`config.mk`:
```
export PLATFORM = sky130hd
export DESIGN_NAME = bus_arbiter
export DESIGN_NICKNAME = d
export VERILOG_FILES = /design/src/rtl/bus_pkg.sv /design/src/rtl/bus_addr_decode.sv /design/src/rtl/bus_arbiter.sv
export SDC_FILE = /design/constraint.sdc
export NUM_CORES = 1
export LEC_CHECK = 0
export CAP_MARGIN = 30
export CORE_AREA = 2 2 100 102
export CTS_BUF_LIST = sky130_fd_sc_hd__clkbuf_2
export CTS_CLUSTER_DIAMETER = 30
export DETAILED_ROUTE_END_ITERATION = 10
export DIE_AREA = 0 0 102 104
export GPL_ROUTABILITY_DRIVEN = 0
export PLACE_DENSITY = 0.71
export RECOVER_POWER = 50
export SYNTH_ARGS = -nofsm -noshare
export SYNTH_HDL_FRONTEND = slang
export SYNTH_SLANG_ARGS = --single-unit
```
`constraint.sdc`:
```
create_clock -name clk -period 3.9 [get_ports clk]
set_clock_uncertainty 0.05 [all_clocks]
set_input_delay 1.17 -clock clk [delete_from_list [all_inputs] [get_ports clk]]
set_output_delay 1.17 -clock clk [all_outputs]
set_load 0.02 [all_outputs]
```
`src/rtl/bus_pkg.sv`:
```
// Shared encodings for the two-master bus arbiter and its address decoder.
package bus_pkg;

  typedef enum logic [1:0] {
    ST_IDLE = 2'd0,
    ST_GNT0 = 2'd1,
    ST_GNT1 = 2'd2
  } bus_state_e;

  localparam logic [2:0] REGION_RAM  = 3'b000;
  localparam logic [2:0] REGION_FACT = 3'b001;
  localparam logic [2:0] REGION_MUL  = 3'b010;

  localparam logic [2:0] SEL_NONE = 3'b000;
  localparam logic [2:0] SEL_RAM  = 3'b001;
  localparam logic [2:0] SEL_FACT = 3'b010;
  localparam logic [2:0] SEL_MUL  = 3'b100;

endpackage

```
`src/rtl/bus_addr_decode.sv`:
```
// Region decode of the slave address into one-hot selects plus the read-data return mux.
module bus_addr_decode #(
  parameter int unsigned DATA_W = 32
) (
  input  logic              i_valid,
  input  logic [2:0]        i_region,
  input  logic [DATA_W-1:0] i_s0_din,
  input  logic [DATA_W-1:0] i_s1_din,
  input  logic [DATA_W-1:0] i_s2_din,
  output logic [2:0]        o_sel,
  output logic [DATA_W-1:0] o_din
);
  import bus_pkg::*;

  always_comb begin
    o_sel = SEL_NONE;
    o_din = '0;
    if (i_valid) begin
      case (i_region)
        REGION_RAM:  o_sel = SEL_RAM;
        REGION_FACT: o_sel = SEL_FACT;
        REGION_MUL:  o_sel = SEL_MUL;
        default:     o_sel = SEL_NONE;
      endcase
    end
    case (o_sel)
      SEL_RAM:  o_din = i_s0_din;
      SEL_FACT: o_din = i_s1_din;
      SEL_MUL:  o_din = i_s2_din;
      default:  o_din = '0;
    endcase
  end

endmodule

```
`src/rtl/bus_arbiter.sv`:
```
// Two-master round-robin arbiter with burst limit, command mux, address decode and bus error flag.
module bus_arbiter #(
  parameter int unsigned MAX_BURST = 8,
  parameter int unsigned ADDR_W    = 8,
  parameter int unsigned DATA_W    = 32
) (
  input  logic              clk,
  input  logic              reset_n,
  input  logic              M0_req,
  input  logic              M0_wr,
  input  logic [ADDR_W-1:0] M0_address,
  input  logic [DATA_W-1:0] M0_dout,
  output logic              M0_grant,
  input  logic              M1_req,
  input  logic              M1_wr,
  input  logic [ADDR_W-1:0] M1_address,
  input  logic [DATA_W-1:0] M1_dout,
  output logic              M1_grant,
  output logic              S_wr,
  output logic [ADDR_W-1:0] S_address,
  output logic [DATA_W-1:0] S_dout,
  output logic [2:0]        S_sel,
  input  logic [DATA_W-1:0] S0_din,
  input  logic [DATA_W-1:0] S1_din,
  input  logic [DATA_W-1:0] S2_din,
  output logic [DATA_W-1:0] M_din,
  output logic              bus_err
);
  import bus_pkg::*;

  localparam int unsigned CNT_W = 8;
  localparam logic [CNT_W-1:0] CNT_LAST = CNT_W'(MAX_BURST - 1);

  bus_state_e       r_state, w_state_nxt;
  logic [CNT_W-1:0] r_cnt, w_cnt_nxt;
  logic             r_last_owner, w_last_owner_nxt;  // 0 = M0, 1 = M1
  logic             r_bus_err;
  logic             w_granted;

  always_ff @(posedge clk or negedge reset_n) begin
    if (!reset_n) begin
      r_state      <= ST_IDLE;
      r_cnt        <= '0;
      r_last_owner <= 1'b1;
      r_bus_err    <= 1'b0;
    end else begin
      r_state      <= w_state_nxt;
      r_cnt        <= w_cnt_nxt;
      r_last_owner <= w_last_owner_nxt;
      r_bus_err    <= w_granted && (S_sel == SEL_NONE);
    end
  end

  // Counter only advances while the other master is waiting; reaching CNT_LAST forces a handover.
  always_comb begin
    w_state_nxt      = r_state;
    w_cnt_nxt        = r_cnt;
    w_last_owner_nxt = r_last_owner;
    case (r_state)
      ST_IDLE: begin
        if (M0_req && M1_req) w_state_nxt = r_last_owner ? ST_GNT0 : ST_GNT1;
        else if (M0_req)      w_state_nxt = ST_GNT0;
        else if (M1_req)      w_state_nxt = ST_GNT1;
      end
      ST_GNT0: begin
        if (!M0_req)                     w_state_nxt = M1_req ? ST_GNT1 : ST_IDLE;
        else if (!M1_req)                w_cnt_nxt   = '0;
        else if (r_cnt == CNT_LAST)      w_state_nxt = ST_GNT1;
        else                             w_cnt_nxt   = r_cnt + CNT_W'(1);
      end
      ST_GNT1: begin
        if (!M1_req)                     w_state_nxt = M0_req ? ST_GNT0 : ST_IDLE;
        else if (!M0_req)                w_cnt_nxt   = '0;
        else if (r_cnt == CNT_LAST)      w_state_nxt = ST_GNT0;
        else                             w_cnt_nxt   = r_cnt + CNT_W'(1);
      end
      default: w_state_nxt = ST_IDLE;
    endcase
    if ((w_state_nxt != r_state) && (w_state_nxt != ST_IDLE)) begin
      w_cnt_nxt        = '0;
      w_last_owner_nxt = (w_state_nxt == ST_GNT1);
    end
  end

  assign M0_grant  = (r_state == ST_GNT0);
  assign M1_grant  = (r_state == ST_GNT1);
  assign w_granted = M0_grant || M1_grant;
  assign bus_err   = r_bus_err;

  always_comb begin
    S_wr      = 1'b0;
    S_address = '0;
    S_dout    = '0;
    case (r_state)
      ST_GNT0: begin
        S_wr      = M0_wr;
        S_address = M0_address;
        S_dout    = M0_dout;
      end
      ST_GNT1: begin
        S_wr      = M1_wr;
        S_address = M1_address;
        S_dout    = M1_dout;
      end
      default: ;
    endcase
  end

  bus_addr_decode #(
    .DATA_W (DATA_W)
  ) u_decode (
    .i_valid  (w_granted),
    .i_region (S_address[ADDR_W-1 -: 3]),
    .i_s0_din (S0_din),
    .i_s1_din (S1_din),
    .i_s2_din (S2_din),
    .o_sel    (S_sel),
    .o_din    (M_din)
  );

endmodule

```
# Yosys cells after proc, flatten, opt, wreduce, memory -nomap -nowiden
# Cells that the tools add are included.
op_classes:
  add_sub_neg: 1
  n_eq_ne: 12
  n_mux: 26
  reduce_logical: 10
ops:
  columns: ["op", "count"]
  rows:
  - ["$pmux 32 s3", 1]
  - ["$pmux 32 s2", 1]
  - ["$mux 8", 6]
  - ["$pmux 8 s2", 2]
  - ["$mux 2", 11]
  - ["$pmux 3 s3", 1]
  - ["$add 8x1->8 const B", 1]
  - ["$eq 8x3->1 const B", 1]
  - ["$eq 3x1->1 const B", 2]
  - ["$eq 3x2->1 const B", 2]
  - ["$logic_not 3->1", 2]
  - ["$ne 3x2->1 const B", 2]
  - ["$pmux 2 s3", 1]
  - ["$eq 2x2->1 const B", 2]
  - ["$eq 3x3->1 const B", 1]
  - ["$logic_and 1x1->1", 3]
  - ["$mux 3", 1]
  - ["$reduce_and 3->1", 1]
  - ["$reduce_bool 3->1", 1]
  - ["$eq 2x1->1 const B", 1]
  - ["$logic_not 2->1", 1]
  - ["$ne 2x2->1", 1]
  - ["$pmux 1 s2", 1]
  - ["$reduce_bool 2->1", 1]
  - ["2 further kinds", 2]
totals:
  register_bits: 12
  in_bits: 182
  output_inout_bits: 79

# Longest topological paths before layout
# Gate-level depths: netlist (run 1).
depth:
  ltp_word: 9
  mapped_depth: 9
  mapped_depth_nobuf: 8

# Modules after synthesis
# From an unflattened synthesis (run 1), not the netlist that was laid out.
unflattened:
  cells_unflattened: 281
  area_unflattened_um2: 2327.2
by_module_without_submodules:
  columns: ["module", "instances", "cells_per_inst", "area_per_inst_um2"]
  rows:
  - ["bus_arbiter", 1, 200, 1587.8]
  - ["bus_addr_decode", 1, 81, 739.5]

# Worst setup path before layout (run 1)
# No wires, ideal clock.
synth_path:
  path_type: "input -> output"
  startpoint: "in M0_address[5]"
  endpoint: "out M_din[0]"
  arrival_ps: 2732
  required_time_ps: 2680
  slack_ps: -52
  path_stages: 5
  cell_sequence: "a22oi_1 > clkbuf_1 > clkbuf_1 > mux2i_1 > o21ai_0"
synth_between:
  elab_chain_cells: 6
  elab_cells_between_ends: 10
synth_rtl:
  columns: ["element", "line_no", "source"]
  rows:
  - ["start, declared", "bus_arbiter.sv:11", "input logic [ADDR_W-1:0] M0_address,"]
  - ["$pmux 8 s2 (*)", "bus_arbiter.sv:94", "case (r_state)"]
  - ["$eq 3x2->1, or another cell as far along", "bus_addr_decode.sv:19", "case (i_region)"]
  - ["$pmux 3 s3 (*)", "bus_addr_decode.sv:19", null]
  - ["$mux 3 (*)", "bus_addr_decode.sv:18", "if (i_valid) begin"]
  - ["$eq 3x3->1, or another cell as far along", "bus_addr_decode.sv:26", "case (o_sel)"]
  - ["$pmux 32 s3 (*)", "bus_addr_decode.sv:26", null]
  - ["end, declared", "bus_arbiter.sv:26", "output logic [DATA_W-1:0] M_din,"]
# Mark *: on every way between the ends. The rest lies on a longest branch, timed or not.

# Worst setup path after layout (run 1)
layout_path:
  startpoint: "in M0_address[5]"
  endpoint: "out S_sel[2]"
layout_between:
  elab_chain_cells: 4
  elab_cells_between_ends: 6
layout_rtl:
  columns: ["element", "line_no", "source"]
  rows:
  - ["$pmux 8 s2 (*)", "bus_arbiter.sv:94", null]
  - ["$eq 3x2->1, or another cell as far along", "bus_addr_decode.sv:19", null]
  - ["$pmux 3 s3 (*)", "bus_addr_decode.sv:19", null]
  - ["$mux 3 (*)", "bus_addr_decode.sv:18", null]
  - ["end, declared", "bus_arbiter.sv:22", "output logic [2:0] S_sel,"]
# Marked as above.

==> run summary, run 1 <==
=============================================================================
Status                                                           finished clean
Startpoint type of the worst setup path                             input pin
Total Nets Final                                                          755
Clock period minus final worst setup slack                            3.85 ns
Clock root buffer master                                             clkbuf_2
Port Buf Inserts                                                          260
Synthesized flop and latch total                                           12
Max-slew violation total from the final report                              0
Vias in the first global route                                           3368
Initial antenna violation count                                             1
Register area                                                       302 sq um
H-tree levels                                                               1
Number of enable flip-flop cells after synthesis                            0
VDD IR max                                                             366 uV
Most common library cells after synthesis                        41 x a22oi_1, 41 x nand2_1, 40 x nor2b_1
Yosys warnings                                                              0
First-pass GRT wire length                                           16900 um
Vias per Instance                                                        4.81
Rows                                                                       36
Post-detailed-route count of antenna-violating nets                         0
Syn nets                                                                  494
Tot Pwr                                                               2.85 mW
Post-route insts no fill                                                  701
Avg Synthesized Cell Area                                          7.10 sq um
Total global routing overflow                                               0
Sequential-to-total area share from yosys stat                          13.8%
Final worst path period share                                           98.8%
DRC violation count after routing                                           0
Final core occ                                                          52.7%
Synthesis-to-layout area growth                                          131%
Die boundary height                                                    104 um
Num CTS Buffers                                                             3
F_max                                                               0.259 GHz
Crit path capture type                                             output pin
Largest net degree at the start of global routing                          45
Synth area leaders                                               mux2i_1 16%, a22oi_1 14%, dfrtp_1 13%
Source of the worst register-to-register timing path               r_state[1]
Startpoint of the worst hold path                                r_last_owner
Area share of the leading cell type in the synthesized netlist          15.6%
Class of the worst hold path                                     register to register
CTS tree                                                                  yes
Clock transition at the registers of the reported paths               0.12 ns
CP Data Required Time                                                 2.68 ns
Routed vias                                                              3372
R2R Setup Slk                                                         0.82 ns
Fraction of layout instances using a drive strength above 1             11.6%
Detailed-route wire length per cell                                   16.6 um
Length of the first detailed-routing pass in iterations                     4
Count of cell types in the netlist                                         42
Cells on worst reg2reg path                                                 8
Fraction of registers with async set/reset                               100%
I/O pin count                                                             261
Effective utilization at floorplan                                      22.8%
Hold buffer count at cts                                                    0
Maximum buffer depth of the clock tree                                      2
Peak fanout along the critical path                                         8
Critical register-to-register path endpoint                          r_cnt[1]
Count of final setup violators                                              0
Number of placed instances with taps included                             687
Clk_lat worst skew                                                    0.26 ns
Primary FF master, synth                                              dfrtp_1
Number of clock sinks                                                      12
Cell taking the most area after synthesis                             mux2i_1
Worst rel slew slack                                                    55.3%
Least-Margin Pin Slew                                                0.670 ns
Setup crit end                                                       S_sel[2]
Iteration-0 DRC count of the detailed router                              124
Area enclosed by the die boundary                                0.0106 sq mm
Power density of the placed cells                                 566 mW/mm^2
Critical path origin                                             M0_address[5]
Filler cell count in the final layout                                     932
Count of maximum capacitance violations                                     0
Multi-input gate area in the final layout                        0.00177 sq mm
Die extent in x                                                        102 um
Signal arrival time at the worst endpoint                             2.63 ns
Cell count after synthesis                                                307
Post-Syn Area                                                    0.00218 sq mm
Kind of critical path                                            input pin to output pin
GR Util All Layers                                                      19.9%
Leakage power                                                         2.13 nW
Final hold violations                                                       0
Overall routed net length                                            11600 um
HPWL Detailed                                                         9120 um
Core Region                                                      0.00955 sq mm
=============================================================================
-- through the flow --
step | hold WS, ns | TNS (ns) | setup slack (ns) | area, sq um
CTS | 0.510 | 0 | 0.00311 | 5030
detailed placement | 0.487 | -17.18 | -0.536 | 4980
global route | 0.539 | -0.00170 | -0.00170 | 5030
finish | 0.511 | 0 | 0.0461 | 5030
floorplan | 0.462 | -1.04 | -0.0521 | 2180
global placement | 0.485 | -16.69 | -0.519 | 4980
-- cells by family (layout without fill, tap and decap cells) --
logic type      Yosys count  after routing  synth area share, %
mux                      34             34                 15.6
simple gates            125            125                 30.5
flops                    12             12                 13.8
other cells               0              1                    0
buf+inv                  30            290                 5.17
fa+ha+maj                 5              5                 2.87
compound gates           95             95                 29.6
xor+xnor                  6              6                 2.41
-- report_power, final --
part	total (mW)	switching (mW)	internal, mW
Sequential	0.182	0.0266	0.155
Combinational	2.61	1.41	1.20
Clock	0.0618	0.0395	0.0223
Total	2.85	1.48	1.37
-- timing repair --
action                                 CTS  global route
pin swaps                                4             3
buffers inserted                         4             2
setup endpoints to repair               38            68
gates cloned                             4             1
resized for setup                      172             9
endpoints found under the hold margin    0             0
-- layer usage --
| metal | track usage, % | share of wire (%) | up-vias |
|---|---|---|---|
| met3 | 4.37 | 9.3 | 8 |
| met1 | 20.8 | 37 | 1545 |
| met5 | 0 | 0 | - |
| met4 | 2.38 | 0.70 | 0 |
| li1 | - | - | 1644 |
| met2 | 40.1 | 53 | 175 |
-- critical path: stages --
cell,delay [ns]
dlygate4sd2_1,0.25
a22o_1,0.26
nor3_4,0.30
buf_12,0.18
buf_16,0.13
dlygate4sd2_1,0.34
-- worst min path at each step --
stage	to	slack [ns]	cells after the start
detailed placement	r_last_owner	0.49	2
CTS	r_last_owner	0.51	2
floorplan	r_last_owner	0.46	2
global placement	r_last_owner	0.48	2
finish	r_last_owner	0.51	2
global route	r_last_owner	0.54	2
-- cell usage in the layout (no fill, tap or decap), drive strengths merged, types with 3 or more instances in the layout --
cell type,instances
xnor2,3
a22oi,41
dfrtp,11
clkbuf,4
nand3,3
nor3,5
clkdlybuf4s50,214
and2,3
nor2,11
nand4,4
o21ai,37
dlygate4sd2,7
inv,4
a21oi,6
mux2i,34
nor2b,40
nand2,41
ha,5
nor4,3
dlygate4sd3,4
nand2b,4
xor2,3
buf,52
-- state kept, by name, summed over array words and instances, names as in the netlist --
name / flops
r_last_owner: 1
bus_err: 1
r_cnt: 8
r_state: 2
-- cell type report --
| type | count | share of cell area, % |
|---|---|---|
| Clock buffer | 3 | 0.298 |
| Sequential cell | 12 | 5.99 |
| Multi-Input combinational cell | 265 | 35.2 |
| Inverter | 4 | 0.298 |
| Clock inverter | 1 | 0.0746 |
| Antenna cell | 1 | 0.0497 |
| Timing Repair Buffer | 282 | 54.8 |
| Tap cell | 133 | 3.31 |
Note: power is estimated with default switching activity, not from simulation.
==> run 2: changes to the inputs <==
==> constraint.sdc (replaced) <==
create_clock -name clk -period 3.86 [get_ports clk]
set_clock_uncertainty 0.05 [all_clocks]
set_input_delay 1.158 -clock clk [delete_from_list [all_inputs] [get_ports clk]]
set_output_delay 1.158 -clock clk [all_outputs]
set_load 0.02 [all_outputs]
==> run 2 against run 1 <==
Compared with the run above: wire length increased by 1.4%; worst setup slack worse by 0.0093 ns; largest power group unchanged; sequential share of layout area barely moved; first-iteration DRC count grew 8.1%; sequential power is essentially flat.
==> run summary, run 2 (synthesis results as in run 1) <==
==========================================================================
CTS tree                                                               yes   unchanged
Iteration-0 DRC count of the detailed router                           134   was 124
DRC violation count after routing                                        0   unchanged
Detailed-route wire length per cell                                16.8 um   was 16.6 um
CP Data Required Time                                              2.65 ns   was 2.68 ns
Post-route insts no fill                                               700   was 701
Power dissipated by switching net loads                            1.51 mW   was 1.48 mW
Registers with the most flip-flops                            r_cnt: 8 flops, r_state: 2 flops   unchanged
Kind of critical path                                         input pin to output pin   unchanged
Cells on worst reg2reg path                                              9   was 8
Max-slew violation total from the final report                           0   unchanged
Class of the worst hold path                                  register to register   unchanged
Cell-internal power                                                1.38 mW   was 1.37 mW
Final hold slack                                                  0.519 ns   was 0.511 ns
Power density of the placed cells                              573 mW/mm^2   was 566 mW/mm^2
Port Buf Inserts                                                       260   unchanged
Clk pwr share                                                         2.2%   about the same
Switching power share of the total                                   52.2%   was 51.8%
Source of the worst register-to-register timing path            r_state[0]   was r_state[1]
H-tree levels                                                            1   unchanged
Initial antenna violation count                                          0   was 1
Number of clock sinks                                                   12   unchanged
Portion of total power attributed to sequential cells                 6.3%   was 6.4%
Hold buffer count at cts                                                 0   unchanged
Peak fanout along the critical path                                      3   was 8
Effective utilization at floorplan                                   22.8%   unchanged
Flip-flop count of the largest register after layout                     8   unchanged
Total Nets Final                                                       755   unchanged
Maximum buffer depth of the clock tree                                   2   unchanged
HPWL Detailed                                                      9070 um   was 9120 um
Length of the first detailed-routing pass in iterations                  4   unchanged
Register containing the most flip-flops in the final layout          r_cnt   unchanged
Core Region                                                   0.00955 sq mm   unchanged
Total global routing overflow                                            0   unchanged
Post-detailed-route count of antenna-violating nets                      0   unchanged
Hold Path Depth                                                          2   unchanged
First-pass GRT wire length                                        17400 um   was 16900 um
Synthesis-to-layout area growth                                       131%   about the same
Largest net degree at the start of global routing                       45   unchanged
Status                                                        finished clean   unchanged
Overall routed net length                                         11800 um   was 11600 um
Signal arrival time at the worst endpoint                          2.62 ns   was 2.63 ns
Final hold violations                                                    0   unchanged
Vias in the first global route                                        3391   was 3368
Die extent in x                                                     102 um   unchanged
Clk_lat worst skew                                                 0.26 ns   about the same
Count of inserted antenna diode cells                                    0   was 1
Commonest cells after routing, fill and taps aside            199 x clkdlybuf4s50_1, 40 x nor2b_1, 40 x nand2_1   was 214 x clkdlybuf4s50_1, 40 x nor2b_1, 40 x nand2_1
Final worst path period share                                        99.0%
Clock root buffer master                                          clkbuf_2   unchanged
Worst rel slew slack                                                 54.5%   was 55.3%
Routed vias                                                           3345   was 3372
F_max                                                            0.262 GHz
Critical path origin                                          M1_address[6]   was M0_address[5]
Clock period minus final worst setup slack                         3.82 ns
VDD IR max                                                          280 uV   was 366 uV
GR Util All Layers                                                   20.4%   was 19.9%
RSZ-0062 raised after global routing                                    no
Die boundary height                                                 104 um   unchanged
I/O pin count                                                          261   unchanged
Relative contribution of combinational cells to total power          91.5%   about the same
Commonest non-fill, non-tap cell in the layout                clkdlybuf4s50_1   unchanged
Leakage power                                                      2.17 nW   was 2.13 nW
Final core occ                                                       52.8%   was 52.7%
Num CTS Buffers                                                          3   unchanged
Number of placed instances with taps included                          687   unchanged
Startpoint of the worst hold path                             r_last_owner   unchanged
Area enclosed by the die boundary                             0.0106 sq mm   unchanged
Fraction of layout instances using a drive strength above 1          12.2%   was 11.6%
Least-Margin Pin Slew                                             0.683 ns   was 0.670 ns
Startpoint type of the worst setup path                          input pin   unchanged
Clock transition at the registers of the reported paths            0.11 ns   was 0.12 ns
Vias per Instance                                                     4.78   was 4.81
Count of final setup violators                                           0   unchanged
Count of maximum capacitance violations                                  0   unchanged
Rows                                                                    36   unchanged
Crit path capture type                                          output pin   unchanged
==========================================================================
[run 2: cell count changes in the layout (fill, tap and decap cells not counted), sizes merged]
cell and change:
dlygate4sd3 +16, buf -2, clkdlybuf4s15 +3, clkdlybuf4s50 -15, diode -1, clkbuf +2
dlygate4sd2 -4
[run 2: worst paths after layout]
kind	end	slack, ns
setup / recovery	S_address[6]	0.04
hold / removal	r_last_owner	0.52
setup reg to reg	r_cnt[0]	0.79
hold reg to reg	r_last_owner	0.52
max in group asynchronous	r_state[1]	2.09
min in group asynchronous	r_cnt[1]	1.25
[run 2: layout make-up]
class	instances	area, sq um
multi-input combinational	265	1780
clock buffer	3	15.0
sequential	12	303
fill	908	4510
tap	133	166
inverter	4	15.0
clock inverter	1	3.75
timing repair buffer	282	2760
[run 2: routing by layer]
layer | share of wire (%) | track usage (%) | up-vias
li1 | - | - | 1640
met4 | 0.82 | 2.86 | 0
met2 | 53 | 40.1 | 188
met1 | 37 | 22.4 | 1509
met5 | 0 | 0 | -
met3 | 8.8 | 4.17 | 8
[run 2: what timing repair did]
item | in CTS | in global routing
pin swaps | 6 | 3
resized for setup | 174 | 21
endpoints found under the setup margin | 38 | 73
cloned | 4 | 0
setup buffers | 6 | 0
[run 2: power groups by stage]
stage | clock [mW] | sequential (mW) | combinational, mW
6_report | 0.0626 | 0.184 | 2.65
5_1_grt | 0.0713 | 0.188 | 2.82
4_1_cts | 0.0657 | 0.182 | 2.69
3_5_place_dp | 0 | 0.184 | 2.69
3_3_place_gp | 0 | 0.182 | 2.67
2_1_floorplan | 0 | 0.187 | 1.49
[run 2: per-stage QoR]
stage,setup WS (ns),power [mW],TNS (ns),area [sq um]
floorplan,-0.0681,1.68,-1.36,2180
global placement,-0.543,2.85,-17.06,4980
detailed placement,-0.597,2.88,-18.92,4980
CTS,0.0000548,2.94,0,5060
global route,0.00325,3.08,0,5040
finish,0.0368,2.89,0,5040
[run 2: worst max-delay path: stages]
cell	delay [ns]
dlygate4sd2_1	0.27
a22oi_2	0.30
buf_4	0.19
nor2b_1	0.04
dlygate4sd3_1	0.65
==> run 3: changes to the inputs <==
--- a/config.mk
+++ b/config.mk
@@ -7,7 +7,7 @@
 export LEC_CHECK = 0
 export CAP_MARGIN = 30
 export CORE_AREA = 2 2 100 102
-export CTS_BUF_LIST = sky130_fd_sc_hd__clkbuf_2
+export CTS_BUF_LIST = sky130_fd_sc_hd__clkbuf_2 sky130_fd_sc_hd__clkbuf_4 sky130_fd_sc_hd__clkbuf_8
 export CTS_CLUSTER_DIAMETER = 30
 export DETAILED_ROUTE_END_ITERATION = 10
 export DIE_AREA = 0 0 102 104
==> run 3 against run 2 <==
Compared with the run above: sequential share of layout area about the same; non-clock buffer count down 1; die area unchanged; wire length up 0.16%; critical path type unchanged; largest cell class unchanged; largest power group unchanged.
==> run summary, run 3 (synthesis results as in run 1) <==
==========================================================================
Crit path capture type                                          output pin   unchanged
Clk_lat worst skew                                                 0.24 ns   was 0.26 ns
Least-Margin Pin Slew                                             0.735 ns   was 0.683 ns
Filler cell count in the final layout                                  912   was 908
Number of clock sinks                                                   12   unchanged
Total global routing overflow                                            0   unchanged
Length of the first detailed-routing pass in iterations                  4   unchanged
Num CTS Buffers                                                          3   unchanged
Startpoint type of the worst setup path                          input pin   unchanged
First-pass GRT wire length                                        17300 um   was 17400 um
Commonest non-fill, non-tap cell in the layout                clkdlybuf4s50_1   unchanged
Flip-flop count of the largest register after layout                     8   unchanged
Die extent in x                                                     102 um   unchanged
Total Nets Final                                                       754   was 755
Initial antenna violation count                                          0   unchanged
Register area                                                    302 sq um   was 303 sq um
Count of final setup violators                                           0   unchanged
Detailed-route wire length per cell                                16.9 um   was 16.8 um
Fraction of layout instances using a drive strength above 1          12.2%   about the same
Status                                                        finished clean   unchanged
Slowest stage cell, crit path                                 dlygate4sd3_1   unchanged
HPWL Detailed                                                      9070 um   unchanged
GR Util All Layers                                                   20.4%   about the same
Worst Setup Slack post-DPL                                       -0.597 ns   unchanged
Effective utilization at floorplan                                   22.8%   unchanged
Registers with the most flip-flops                            r_cnt: 8 flops, r_state: 2 flops   unchanged
Power density of the placed cells                              582 mW/mm^2   was 573 mW/mm^2
CP max stage delay                                                 0.64 ns   was 0.65 ns
CP Data Required Time                                              2.65 ns   about the same
Max-slew violation total from the final report                           0   unchanged
H-tree levels                                                            1   unchanged
Vias in the first global route                                        3395   was 3391
Final worst path period share                                        97.7%   was 99.0%
Clock transition at the registers of the reported paths            0.05 ns   was 0.11 ns
I/O pin count                                                          261   unchanged
Kind of critical path                                         input pin to output pin   unchanged
Routed vias                                                           3379   was 3345
Hold buffer count at cts                                                 0   unchanged
Signal arrival time at the worst endpoint                          2.56 ns   was 2.62 ns
R2R Setup Slk                                                      0.74 ns   was 0.79 ns
Iteration-0 DRC count of the detailed router                           130   was 134
Maximum buffer depth of the clock tree                                   2   unchanged
Post-detailed-route count of antenna-violating nets                      0   unchanged
Worst rel slew slack                                                 51.0%   was 54.5%
Commonest cells after routing, fill and taps aside            193 x clkdlybuf4s50_1, 40 x nor2b_1, 40 x nand2_1   was 199 x clkdlybuf4s50_1, 40 x nor2b_1, 40 x nand2_1
Leakage power                                                      2.20 nW   was 2.17 nW
VDD IR max                                                          280 uV   about the same
Die boundary height                                                 104 um   unchanged
Port Buf Inserts                                                       260   unchanged
Vias per Instance                                                     4.83   was 4.78
Tot Pwr                                                            2.95 mW   was 2.89 mW
Final hold violations                                                    0   unchanged
Synthesis-to-layout area growth                                       132%   was 131%
F_max                                                            0.265 GHz   was 0.262 GHz
Worst-case setup margin in the final layout                      0.0905 ns   was 0.0368 ns
Most used cell along the critical path                               buf_4
Count of inserted antenna diode cells                                    0   unchanged
Clock root buffer master                                          clkbuf_8   was clkbuf_2
DRC violation count after routing                                        0   unchanged
Cells along the critical path                                 dlygate4sd2_1 > a22oi_2 > buf_4 > buf_4 > nor2b_1 > dlygate4sd3_1   was dlygate4sd2_1 > a22oi_2 > buf_4 > nor2b_1 > dlygate4sd3_1
Clock period minus final worst setup slack                         3.77 ns   was 3.82 ns
Core Region                                                   0.00955 sq mm   unchanged
Area enclosed by the die boundary                             0.0106 sq mm   unchanged
CTS tree                                                               yes   unchanged
Peak fanout along the critical path                                      2   was 3
Overall routed net length                                         11800 um   about the same
Largest net degree at the start of global routing                       45   unchanged
Count of maximum capacitance violations                                  0   unchanged
Class of the worst hold path                                  register to register   unchanged
RSZ-0062 raised after global routing                                    no   unchanged
Multi-input gate area in the final layout                     0.00178 sq mm   unchanged
Register containing the most flip-flops in the final layout          r_cnt   unchanged
Rows                                                                    36   unchanged
==========================================================================
[run 3: layout make-up]
| cell class | count | share of cell area, % |
|---|---|---|
| Tap cell | 133 | 3.29 |
| Inverter | 4 | 0.297 |
| Clock buffer | 4 | 1.09 |
| Sequential cell | 12 | 5.96 |
| Multi-Input combinational cell | 265 | 35.2 |
| Timing Repair Buffer | 281 | 54.2 |
[run 3: worst paths after layout]
check,startpoint,endpoint,depth (start not counted)
worst max-delay path,M0_address[7],S_address[7],6
worst min-delay path,r_cnt[7],r_cnt[7],3
worst max register to register,r_state[1],r_cnt[0],8
worst min register to register,r_cnt[7],r_cnt[7],3
max in group asynchronous,reset_n,r_last_owner,1
min in group asynchronous,reset_n,r_cnt[1],1
[run 3: per-stage QoR]
stage	setup TNS, ns	instances	utilization [%]	cell area (sq um)	hold slack [ns]
final	0	699	53.0	5060	0.512
after global routing	0	699	53.0	5060	0.524
after CTS	0	701	53.3	5090	0.508
after detailed placement	-18.92	687	52.2	4980	0.494
after global placement	-17.06	687	52.2	4980	0.483
after floorplan	-1.36	307	-	2180	0.462
[run 3: critical path: cells and delay by family]
kind | cells | cell delay, ns
AOI/OAI and AO/OA | 1 | 0.21
buffers and inverters | 4 | 1.15
and+or+nand+nor | 1 | 0.04
[run 3: repair_timing]
item / CTS / global route
setup endpoints to repair: 38 / 55
gates resized for setup: 175 / 15
buffers inserted: 6 / 0
pin swaps: 6 / 3
cloned: 4 / 0
[run 3: metal layers]
metal	vias up	share of wire (%)	global-route usage (%)
met1	1533	37	22.2
met2	198	53	40.2
met4	0	0.88	2.86
li1	1638	-	-
met5	-	0	0
met3	10	9.0	4.23
[run 3: report_power, final]
group / leakage (nW) / internal [mW] / switching (mW)
sequential: 0.160 / 0.157 / 0.0255
clock: 0.0288 / 0.0900 / 0.0450
combinational: 2.01 / 1.19 / 1.44
total: 2.20 / 1.44 / 1.51
